## src/rtl/a2d_rr_sched.sv

```systemverilog
// Round-robin A2D conversion scheduler: one convert + one read SPI exchange per trigger,
// cycling left load cell, right load cell, steering pot and battery.
//
// state | meaning
// IDLE  | waiting for nxt or a pending request
// CNV   | conversion-start transaction in flight, waiting for done
// GAP   | one-cycle spacer before launching the read transaction
// RD    | read transaction in flight, capture rd_data on done
// CAP   | advance the round-robin pointer
module a2d_rr_sched #(
    parameter logic [2:0] CH_LFT   = 3'd0,
    parameter logic [2:0] CH_RGHT  = 3'd4,
    parameter logic [2:0] CH_STEER = 3'd5,
    parameter logic [2:0] CH_BATT  = 3'd6
) (
    input  logic        clk,
    input  logic        rst_n,
    input  logic        nxt,
    output logic        wrt,
    output logic [15:0] cmd,
    input  logic        done,
    input  logic [15:0] rd_data,
    output logic [11:0] lft_ld,
    output logic [11:0] rght_ld,
    output logic [11:0] steer_pot,
    output logic [11:0] batt,
    output logic        upd,
    output logic        busy
);

    typedef enum logic [2:0] {IDLE, CNV, GAP, RD, CAP} state_t;

    state_t     state;
    logic [1:0] rr;
    logic       pend;
    logic [2:0] rr_ch;

    // Only the 12-bit conversion result is meaningful on the read-back.
    logic unused_rd_hi;
    assign unused_rd_hi = ^rd_data[15:12];

    always_comb begin
        rr_ch = CH_LFT;
        case (rr)
            2'd0: rr_ch = CH_LFT;
            2'd1: rr_ch = CH_RGHT;
            2'd2: rr_ch = CH_STEER;
            2'd3: rr_ch = CH_BATT;
            default: rr_ch = CH_LFT;
        endcase
    end

    always_ff @(posedge clk or negedge rst_n) begin
        if (!rst_n) begin
            state     <= IDLE;
            rr        <= 2'd0;
            pend      <= 1'b0;
            wrt       <= 1'b0;
            upd       <= 1'b0;
            busy      <= 1'b0;
            cmd       <= 16'h0000;
            lft_ld    <= 12'h000;
            rght_ld   <= 12'h000;
            steer_pot <= 12'h000;
            batt      <= 12'h000;
        end else begin
            wrt <= 1'b0;
            upd <= 1'b0;
            // A trigger during an exchange is remembered once and served at IDLE.
            if (state != IDLE && nxt)
                pend <= 1'b1;
            case (state)
                IDLE: begin
                    if (nxt || pend) begin
                        wrt   <= 1'b1;
                        pend  <= 1'b0;
                        busy  <= 1'b1;
                        cmd   <= {2'b00, rr_ch, 11'h000};
                        state <= CNV;
                    end
                end
                CNV: begin
                    if (done)
                        state <= GAP;
                end
                GAP: begin
                    wrt   <= 1'b1;
                    state <= RD;
                end
                RD: begin
                    if (done) begin
                        case (rr)
                            2'd0: lft_ld    <= rd_data[11:0];
                            2'd1: rght_ld   <= rd_data[11:0];
                            2'd2: steer_pot <= rd_data[11:0];
                            2'd3: batt      <= rd_data[11:0];
                            default: lft_ld <= rd_data[11:0];
                        endcase
                        upd   <= 1'b1;
                        state <= CAP;
                    end
                end
                CAP: begin
                    rr    <= rr + 2'd1;
                    busy  <= 1'b0;
                    state <= IDLE;
                end
                default: begin
                    busy  <= 1'b0;
                    state <= IDLE;
                end
            endcase
        end
    end

endmodule

```

## config.mk

```make
export PLATFORM = sky130hd
export DESIGN_NAME = a2d_rr_sched
export DESIGN_NICKNAME = d
export VERILOG_FILES = /design/src/rtl/a2d_rr_sched.sv
export SDC_FILE = /design/constraint.sdc
export NUM_CORES = 1
export LEC_CHECK = 0
export ABC_AREA = 1
export BUFFER_PORTS_ARGS = -buffer_cell sky130_fd_sc_hd__buf_2
export CAP_MARGIN = 25
export CELL_PAD_IN_SITES_DETAIL_PLACEMENT = 1
export CELL_PAD_IN_SITES_GLOBAL_PLACEMENT = 1
export CORE_MARGIN = 10
export CORE_UTILIZATION = 39
export CTS_CLUSTER_SIZE = 14
export DETAILED_ROUTE_END_ITERATION = 8
export PLACE_DENSITY = 0.84
export SLEW_MARGIN = 10
export SYNTH_ARGS = -nofsm -noshare
export SYNTH_HDL_FRONTEND = slang
export SYNTH_SLANG_ARGS = --single-unit
```

## constraint.sdc

```tcl
create_clock -name clk -period 2.65 [get_ports clk]
set_input_delay 0.6625 -clock clk [delete_from_list [all_inputs] [get_ports clk]]
set_output_delay 0.6625 -clock clk [all_outputs]
set_load 0.005 [all_outputs]
```

# Yosys cells after proc, flatten, opt, wreduce, memory -nomap -nowiden

Index checks and enable logic that the tools add are counted.

Bits in read-only memories: 0
Output and inout bits: 67
Latch bits: 0
Flip-flop bits (word level): 60
Memories kept: 0
Bits of input ports: 20
Memory bits (writable): 0

Shift-type cells: 0
Muxes and demuxes: 14
Div/mod/pow operators: 0
$add $sub $neg: 1
$lt $le $gt $ge: 0
Reductions and logical operators: 13
Multipliers: 0
Bitwise operators: 1
Eq/ne operators: 10

Operators by type and width:

| kind                                                                  | count |
|---|---|
| 3-bit case mux with 4 select lines                                    | 2 |
| 3-bit AND reduction                                                   | 5 |
| 3-bit 2-to-1 mux                                                      | 3 |
| 1-bit 2-to-1 mux                                                      | 7 |
| 3-bit by 2-bit equality test with 1-bit output, second input constant | 2 |
| 2-bit inequality test, second input constant                          | 3 |
| 2-bit equality test, second input constant                            | 2 |
| 1-bit case mux with 2 select lines                                    | 2 |
| 2-bit AND reduction                                                   | 2 |
| 3-bit by 1-bit equality test with 1-bit output, second input constant | 1 |
| 3-bit equality test, second input constant                            | 1 |
| 3-bit logical NOT                                                     | 1 |
| 3-bit nonzero test                                                    | 1 |
| 3-bit OR reduction                                                    | 1 |
| 2-bit by 1-bit adder with 2-bit output, second input constant         | 1 |
| 2-bit by 1-bit equality test with 1-bit output, second input constant | 1 |
| 2-bit logical NOT                                                     | 1 |
| 1-bit logical AND                                                     | 1 |
| 1-bit logical OR                                                      | 1 |
| 1-bit inverter                                                        | 1 |

# Longest topological paths before layout

Depth after elaboration: 5
Depth in mapped cells: 7

# Least setup slack after synthesis

No wires, ideal clock.

Path kind: input-to-reg
From: input done
To: register batt[10]
Stages on the path: 6
Slack: 1.319 ns
Buffers on the path: 1
Library setup time: 0.117 ns
Data arrival time: 1.214 ns
Cells stage by stage: nand2_2 nor2_8 nand2_1 buf_2 nand2_1 nand2_1

Word-level cells in the longest chain between the ends: 1

RTL lines:

| element                              | line | source |
|---|---|---|
| start, declared                      | 21   | `input logic done,` |
| 3-bit AND reduction (no source line) | --   |  |
| end signal, assigned                 | 96   | `2'd3: batt <= rd_data[11:0];` |
| end, declared                        | 26   | `output logic [11:0] batt,` |

No other way between the ends.
A chain may end at the register's enable or synchronous reset.

# Worst setup path after layout

From: register rr[0]
To: register lft_ld[9]

Word-level cells in the longest chain between the ends: 2

RTL lines:

| element                              | line | source |
|---|---|---|
| start, declared                      | 34   | `logic [1:0] rr;` |
| start signal, assigned               | 104  | `rr <= rr + 2'd1;` |
| 2-bit logical NOT                    | 92   | `case (rr)` |
| 3-bit AND reduction (no source line) | --   |  |
| end signal, assigned                 | 93   | `2'd0: lft_ld <= rd_data[11:0];` |
| end signal, assigned                 | 97   | `default: lft_ld <= rd_data[11:0];` |
| end, declared                        | 23   | `output logic [11:0] lft_ld,` |

No other way between the ends.

==> impl_metrics.tcl <==
set metrics [dict create \
    max_slew_margin_pct 64.39 \
    synth_top_family_by_area "simple AND/OR/NAND/NOR gates" \
    rsz0062_at_grt "false" \
    wl_met1_um 2979 \
    synth_cell_type_count 19 \
    antennaDiodeCount 0 \
    p_sw_share_pct 37.10 \
    wire_per_inst_um 16.58 \
    grt_pass1_wl_um 11700 \
    cts_tree "built" \
    n_fill_cell 788 \
    root_buffer "clkbuf_8" \
    grt_start_max_net_pins 31 \
    path_clk_slew_ns 0.07 \
    port_buffers 69 \
    worstSetupPathType "flop to flop" \
    post-dp-hpwl_um 5297 \
    firstDrtPassIters 4 \
    min_period_ns 1.812 \
    crit_family "simple AND/OR/NAND/NOR gates" \
    syn_inst 282 \
    final_layout_size_suffix_gt1_share_pct 25.77 \
    ant_nets 0 \
    cp.buffers_inverters 1 \
    syn2layout_area_growth_pct 21.18 \
    netlist_area_um2 2557 \
    critical_path.max_fanout 14 \
    wirelength_um 7197 \
    seq_area_um2 1501 \
    cts_resized 0 \
    cpPeakStageDelay_ns 0.51 \
    drv_cap 0 \
    layout.cells.non_filler 434 \
    synth_most_common_cell "nand2_1" \
    via_count 2083 \
    finClkSkew_ns 0.008022 \
    powerDensity_nw_per_um2 1158 \
    clk_latency_ns 0.33 \
    ys_async_sr_fraction_pct 100.0 \
    ys.flop_type "dfrtp_1" \
    wl_met2_um 3592 \
    cts_setup_buffers 0 \
    power.switching_uw 1332 \
    path_common_cell "nand2_1" \
    overflow 0 \
    drtIter0Drc 82 \
    htreeDepth 3 \
    syn_avg_cell_area_um2 9.069 \
    outcome "finished, final reports clean" \
    synthTopCellsByCount "117 x nand2_1, 60 x dfrtp_1, 52 x nand3_1" \
    r2r_cells 5 \
    grt_pass1_vias 2269 \
    fin_nets 377 \
    r2r_start "rr[0]" \
    highest_layer "met4" \
    die-area_um2 10200 \
    ctsLongestPathBuffers 2 \
    synth_edf_count 0 \
    pwr-share-comb_pct 34.8 \
    dp_cells 418 \
    num_io_pins 87 \
    die_w_um 101.0 \
    viasPerCell 4.800 \
    peakVddDrop_uv 480.9 \
    start_kind "flop" \
    ys_top_cells_by_area "dfrtp_1 59%, nand2_1 17%, nand3_1 10%" \
    synth_warnings 0 \
    power.leakage_uw 0.001817 \
    synthAdderAreaFrac_pct 2.446 \
    wl_met3_um 540 \
    yosys.area_share.simple_pct 30.19 \
    yosys-mux-area-fraction_pct 0 \
    p_int_uw 2258 \
    synth_xor_area_share_pct 0.3425 \
    antenna_found_initial 0 \
    cts_buffers 9 \
    cp_cell_sequence "inv_1 > ha_1 > nand2_1 > nand2_1 > nand2_1" \
    path_depth 5 \
    drc 0 \
    power_frac_clock_pct 23.3 \
    coreArea_um2 6350 \
    synth_top_area_cell "dfrtp_1" \
    clock_sinks 60 \
    hold_viol_final 0 \
    seq_area_frac_synth_pct 58.71 \
    synth_top_area_share_pct 58.71 \
    crit_slowest_cell "ha_1" \
    ctsHoldBuffers 0 \
    finalSetupTns_ns 0 \
    period_share_pct 68.38 \
    cp-startpoint "rr[0]" \
    multi_input_area_um2 897.1 \
    crit_arrival_ns 2.04 \
    maxSlewViolCount 0 \
    start_util_pct 40.28 \
    hp-class "input port to async pin" \
    tightest_slew_ns 0.5341 \
    critical_path_required_ns 2.87 \
    synth_seq_cells 60 \
    die_h_um 101.0 \
    seqPwrFrac_pct 41.9 \
    fmax_mhz 551.8 \
    track_usage_pct 14.58 \
    rows 29 \
    cp-end-kind "flop" \
    setup_viol 0 \
    synth-compound-area-share_pct 0.1957 \
    finalWeightedCongestion 0.7484 \
]
through the flow:
stage | total power (µW) | hold slack, ns | utilization [%] | setup slack [ns] | area [µm²]
CTS | 3668 | 0.2909 | 48.81 | 0.7891 | 3099
floorplan | 2211 | 0.3669 | - | 1.319 | 2603
global placement | 2734 | 0.4497 | 45.62 | 0.8202 | 2897
detailed placement | 2805 | 0.4539 | 45.62 | 0.7729 | 2897
finish | 3590 | 0.2867 | 48.81 | 0.8379 | 3099
global route | 3923 | 0.3137 | 48.81 | 0.6019 | 3099
metal layers:
layer / global-route usage (%) / vias to the layer above
met5: 0 / -
met3: 5.693 / 8
li1: - / 1012
met4: 5.252 / 0
met1: 16.84 / 1010
met2: 23.93 / 53
area by class of cell:
class	instances	share of cell area [%]
tap	77	3.109
sequential	60	48.45
timing repair buffer	73	12.11
clock buffer	12	5.006
inverter	7	0.8478
clock inverter	4	1.534
multi-input combinational	201	28.95
power groups by stage:
stage,sequential (µW),combinational (µW),clock [µW]
floorplan,1540,671,0
global placement,1500,1230,0
detailed placement,1520,1290,0
CTS,1510,1290,863
global route,1560,1450,911
finish,1500,1250,836
final timing paths:
kind / to / slack (ns)
worst min register to register: lft_ld[1] / 0.47
worst max-delay path: lft_ld[9] / 0.84
worst min-delay path: batt[5] / 0.29
min in group clk: lft_ld[1] / 0.47
max in group asynchronous: rght_ld[11] / 1.64
worst max register to register: lft_ld[9] / 0.84
placed cells by master (no fill, tap or decap):
master / instances
nand2_1: 117
buf_2: 69
dfrtp_1: 60
nand3_1: 52
conb_1: 13
clkbuf_8: 11
nor2_1: 7
inv_1: 6
ha_1: 5
buf_4: 4
nand2_2: 2
clkinv_2: 2
inv_2: 1
nor2_8: 1
nand3b_1: 1
nand4_1: 1
xor2_1: 1
a21oi_1: 1
clkbuf_1: 1
clkinvlp_4: 1
bufinv_16: 1
flip-flops by register name (all words and copies together) (netlist names):
register	cells
cmd	3
pend	1
state	3
lft_ld	12
rght_ld	12
steer_pot	12
upd	1
rr	2
batt	12
busy	1
wrt	1
cell families (layout without fill, tap and decap cells):
logic type      count (synthesis)  count (layout)
buf+inv                        33              96
simple gates                  181             181
compound gates                  1               1
other cells                     1              13
xor+xnor                        1               1
fa+ha+maj                       5               5
flops                          60              60
Note: power is estimated with default switching activity, not from simulation.
